## config.mk

```make
export PLATFORM = sky130hd
export DESIGN_NAME = tile_map_writer
export DESIGN_NICKNAME = d
export VERILOG_FILES = /design/src/rtl/tile_map_writer.sv
export SDC_FILE = /design/constraint.sdc
export NUM_CORES = 1
export LEC_CHECK = 0
export BUFFER_PORTS_ARGS = -buffer_cell sky130_fd_sc_hd__clkbuf_2
export CAP_MARGIN = 20
export CORE_MARGIN = 8
export CORE_UTILIZATION = 45
export CTS_BUF_LIST = sky130_fd_sc_hd__clkbuf_4 sky130_fd_sc_hd__clkbuf_8
export DETAILED_ROUTE_END_ITERATION = 10
export PLACE_DENSITY = 0.86
export SLEW_MARGIN = 20
export SYNTH_ARGS = -nofsm -noshare
export SYNTH_HDL_FRONTEND = slang
export SYNTH_SLANG_ARGS = --single-unit
```

## constraint.sdc

```tcl
create_clock -name clk -period 1.65 [get_ports clk]
set_input_delay 0.165 -clock clk [delete_from_list [all_inputs] [get_ports clk]]
set_output_delay 0.165 -clock clk [all_outputs]
set_load 0.1 [all_outputs]
```

## src/rtl/tile_map_writer.sv

```systemverilog
// Write port of the level tile map: bulk-loads a level's rows from ROM and
// serves single-tile clear requests from collision logic.
module tile_map_writer #(
  parameter int unsigned ROWS   = 15,
  parameter int unsigned COLS   = 20,
  parameter int unsigned LEVELS = 7
) (
  input  logic            clk,
  input  logic            reset,
  input  logic            level_start,
  input  logic [3:0]      level,
  output logic [3:0]      rom_level,
  output logic [3:0]      rom_row,
  input  logic [COLS-1:0] rom_data,
  input  logic            clr_req,
  input  logic [10:0]     clr_x,
  input  logic [10:0]     clr_y,
  output logic            clr_ack,
  output logic            wr_en,
  output logic [3:0]      wr_row,
  output logic [COLS-1:0] wr_mask,
  output logic [COLS-1:0] wr_data,
  output logic            busy,
  output logic            load_done
);

  localparam int unsigned ROW_W      = 4;
  localparam int unsigned LVL_W      = 4;
  localparam int unsigned TILE_SHIFT = 5;
  localparam int unsigned TILE_W     = 11 - TILE_SHIFT;

  typedef enum logic [2:0] {IDLE, LOAD, DRAIN, DONE, CLR} state_t;

  state_t             state, state_n;
  logic [LVL_W-1:0]   rom_level_n;
  logic [ROW_W-1:0]   rom_row_n, wr_row_n;
  logic [COLS-1:0]    wr_mask_n;
  logic               wr_en_n, clr_ack_n, load_done_n, busy_n;
  logic               lvl_bad, lvl_bad_n;
  logic [TILE_W-1:0]  clr_row, clr_col;
  logic               clr_in_range;

  // Pixel to tile coordinates of the pending clear request
  assign clr_row      = TILE_W'(clr_y >> TILE_SHIFT);
  assign clr_col      = TILE_W'(clr_x >> TILE_SHIFT);
  assign clr_in_range = (clr_row < TILE_W'(ROWS)) && (clr_col < TILE_W'(COLS));

  // Only load data reaches the RAM; an out-of-range level loads an empty map
  assign wr_data = ((state == LOAD || state == DRAIN) && !lvl_bad) ? rom_data : '0;

  always_ff @(posedge clk) begin
    if (reset) begin
      state     <= IDLE;
      rom_level <= '0;
      rom_row   <= '0;
      wr_en     <= 1'b0;
      wr_row    <= '0;
      wr_mask   <= '0;
      clr_ack   <= 1'b0;
      load_done <= 1'b0;
      busy      <= 1'b0;
      lvl_bad   <= 1'b0;
    end else begin
      state     <= state_n;
      rom_level <= rom_level_n;
      rom_row   <= rom_row_n;
      wr_en     <= wr_en_n;
      wr_row    <= wr_row_n;
      wr_mask   <= wr_mask_n;
      clr_ack   <= clr_ack_n;
      load_done <= load_done_n;
      busy      <= busy_n;
      lvl_bad   <= lvl_bad_n;
    end
  end

  always_comb begin
    state_n     = state;
    rom_level_n = rom_level;
    rom_row_n   = rom_row;
    wr_en_n     = 1'b0;
    wr_row_n    = wr_row;
    wr_mask_n   = wr_mask;
    clr_ack_n   = 1'b0;
    load_done_n = 1'b0;
    lvl_bad_n   = lvl_bad;
    case (state)
      IDLE: begin
        if (level_start) begin
          state_n     = LOAD;
          rom_level_n = level;
          rom_row_n   = '0;
          lvl_bad_n   = (level >= LVL_W'(LEVELS));
        end else if (clr_req) begin
          state_n   = CLR;
          wr_en_n   = clr_in_range;
          wr_row_n  = ROW_W'(clr_row);
          wr_mask_n = clr_in_range ? (COLS'(1) << clr_col) : '0;
          clr_ack_n = 1'b1;
        end
      end
      // ROM is registered, so the row addressed now is written next cycle
      LOAD: begin
        wr_en_n   = 1'b1;
        wr_row_n  = rom_row;
        wr_mask_n = '1;
        if (rom_row == ROW_W'(ROWS - 1)) begin
          state_n = DRAIN;
        end else begin
          rom_row_n = rom_row + ROW_W'(1);
        end
      end
      DRAIN: begin
        state_n     = DONE;
        load_done_n = 1'b1;
      end
      DONE:    state_n = IDLE;
      CLR:     state_n = IDLE;
      default: state_n = IDLE;
    endcase
    busy_n = (state_n != IDLE);
  end

endmodule

```

==> impl_metrics.csv <==
group,metric,value,unit
logic_synthesis,yosys_warnings,0,
critical_path,reg2reg_slack,70,ps
route,drt_iter0_markers,65,
route,drtPass1Iterations,4,
logic_synthesis,synth_nets,257,
logic_synthesis,synth.most_common_cell,"dfxtp_1",
logic_synthesis,syn_avg_cell_area,9.16,um2
placed_design,gp_congestion,0.860,
logic_synthesis,synth_top_area_share,0.427,
logic_synthesis,async_flop_share,0,
route,wl_per_cell,16.5,um
logic_synthesis,synth_common_cells,"dfxtp_1, and2_1, nor2_1, nand2_1, a21oi_1",
critical_path,crit_type,"flop to primary output",
layout,seq_area,815,um2
global_route,grt_pass1_wl,8910,um
status,status,"finished, violations left",
route,drc,0,
route,vias_per_cell,5.30,
placed_design,hpwl,4390,um
clock_tree,clk_pin_slew,80,ps
layout,final_util,0.734,
power,power.net_switching,1.40,mW
timing,fin_crit,1700,ps
logic_synthesis,synth.top_cells.by_area,"dfxtp_1, and2_1, mux2i_1, nor2_1, a21oi_1",
logic_synthesis,syn-cell-area,1880,um2
critical_path,cp_data_required_time,1480,ps
route,ant_nets,0,
layout,num_antenna_cells,0,
layout,layout-drive-gt1-share,0.518,
placed_design,dp_cells,344,
logic_synthesis,postSynthCellCount,205,
layout,multi_input_area,1050,um2
placed_design,place_area,2690,um2
hold_path,hold_path.class,"input pin to flop",
clock_tree,clk_path_buf_depth,2,
logic_synthesis,synth_edf_count,0,
logic_synthesis,synth_ff_type,"dfxtp_1",
layout,layout.cells.non_filler,359,
power,pwr-share-comb,0.415,
layout,fillers,295,
timing,worstMarginPinSlew,554,ps
timing,fin_skew,2.07,ps
power,clkPwrFrac,0.248,
timing,tns,-549,ps
clock_tree,cts_max_level,2,
die,die_w,80.6,um
layout,design_area,2940,um2
global_route,grt_overflow,0,
timing,slew_violations,0,
critical_path,crit_slowest_cell,"dfxtp_4",
critical_path,worstPathArrival,1540,ps
placed_design,post-place-ws,73.9,ps
critical_path,worst-path-max-fanout,5,
layout,area_delta_synth_final,56.5,%
timing,setup_viol,20,
clock_tree,cts_sinks,40,
logic_synthesis,synth-seq-area-share,0.427,
die,placementRows,23,
critical_path,crit_chain,"xnor2_4 > nor3_4 > buf_4 > buf_6 > and2_4 > buf_12",
clock_tree,clock_tree.root_cell,"clkbuf_8",
critical_path,startpoint_type,"flop",
die,start_util,0.469,
die,core-area,4000,um2
global_route,grt_max_degree,26,
power,p_sw_frac,0.429,
power,peakVddDrop,0.000549,V
clock_tree,cts_buffers,5,
critical_path,worst_setup_path_end_kind,"primary output",
logic_synthesis,synth_cell_types,44,
logic_synthesis,synth_largest_area_cell,"dfxtp_1",
die,ioPinCount,106,
timing,fin_crit_sh,1.03,
timing,rsz0062_at_grt,"yes",
placed_design,io_buffers,95,
global_route,grt_usage,0.175,
critical_path,crit_buf_inv,3,
die,die-area,6490,um2
timing,holdWs,123,ps
critical_path,crit_family,"buffers and inverters",
critical_path,max_stage_delay,370,ps
power,p_seq_frac,0.337,
power,cellLeakagePower,1.33,nW
power,powerDensity,1110,nW/um2
route,vias,1901,
logic_synthesis,ys_ff_latch,40,
clock_tree,clk_latency,290,ps
status,violations,"setup timing",
power,intPower,1.86,mW
clock_tree,cts_tree,"done",
power,total_power,3.26,mW
job,drv_cap,0,
timing,slew_headroom,0.632,
layout,final_nets,360,
timing,timing.fmax,587,MHz
timing,hold_violations,0,
die,fp.dieH,80.6,um
timing,fin_ws,-54.4,ps
route,totalWireLength,5940,um
clock_tree,ctsHoldBuffers,0,
global_route,grt_pass1_vias,1860,
global_route,antenna_found_initial,0,
[final timing paths]
path               start           end  cells after the start
max             state[1]   wr_data[15]                      6
min             level[2]  rom_level[2]                      3
max reg2reg     state[0]     wr_row[2]                      6
min reg2reg  wr_mask[13]   wr_mask[13]                      2
[layout by cell type, fill, tap and decap left out, types with 3 or more instances in the layout]
cell	netlist	layout
dfxtp_1	40	33
a21oi_1	13	12
and2_2	0	6
dfxtp_2	0	5
nor2_1	18	18
mux2i_1	9	9
a221o_1	3	3
o21ai_1	4	4
nor3_1	6	5
clkbuf_2	0	75
nand2_1	15	15
a21o_1	3	3
nand4_1	7	7
clkbuf_8	0	5
buf_6	5	4
a211oi_1	5	5
o21ai_0	11	11
and2_4	0	16
buf_12	0	20
nor2b_1	4	4
buf_4	1	9
[tightest hold or removal path, delay by kind of cell]
family / cells / cell delay, ps
simple gates: 1 / 70
buf+inv: 1 / 90
mux: 1 / 60
[state kept, by name, indices dropped and copies added (netlist names)]
name,count
wr_mask,20
wr_row,4
load_done,1
rom_row,4
clr_ack,1
wr_en,1
state,3
busy,1
lvl_bad,1
rom_level,4
[power by group through the flow]
| stage | logic [mW] | registers [mW] | clock network (mW) |
|---|---|---|---|
| finish | 1.35 | 1.10 | 0.808 |
| global route | 1.40 | 1.11 | 0.860 |
| CTS | 1.31 | 1.09 | 0.813 |
| detailed placement | 1.29 | 1.12 | 0 |
| global placement | 1.27 | 1.11 | 0 |
| floorplan | 0.451 | 1.65 | 0 |
[metal layers]
metal | vias to the layer above | wire length, um | part of all wire | global-route usage
li1 | 934 | - | - | -
met1 | 881 | 2220 | 0.37 | 0.190
met2 | 72 | 3200 | 0.54 | 0.309
met3 | 14 | 385 | 0.065 | 0.0391
met4 | 0 | 136 | 0.023 | 0.0855
met5 | - | 0 | 0 | 0
[kinds of logic (layout without fill, tap and decap cells)]
| logic type | Yosys count | in the layout | share of synthesized area |
|---|---|---|---|
| AND/OR/NAND/NOR | 89 | 89 | 0.283 |
| flip-flops | 40 | 40 | 0.427 |
| XOR/XNOR | 3 | 3 | 0.0140 |
| adder cells (fa/ha/maj) | 2 | 2 | 0.0133 |
| buffers and inverters | 15 | 119 | 0.0593 |
| multiplexers | 9 | 9 | 0.0480 |
| AO/OA/AOI/OAI | 47 | 47 | 0.155 |
[layout make-up]
type                    count  share of cell area
clock buffers               6              0.0260
well taps                  50              0.0213
inverters                   2             0.00256
multi-input cells         150               0.357
repair buffers            109               0.304
clock inverters             2              0.0119
flip-flops and latches     40               0.277
[what timing repair did]
item | in CTS | in global routing
hold endpoints to repair | 0 | 0
buffers inserted | 2 | 2
cloned | 2 | 1
pin swaps | 3 | 6
endpoints found under the setup margin | 20 | 35
resized for setup | 14 | 25
(Power assumes the default switching activity.)
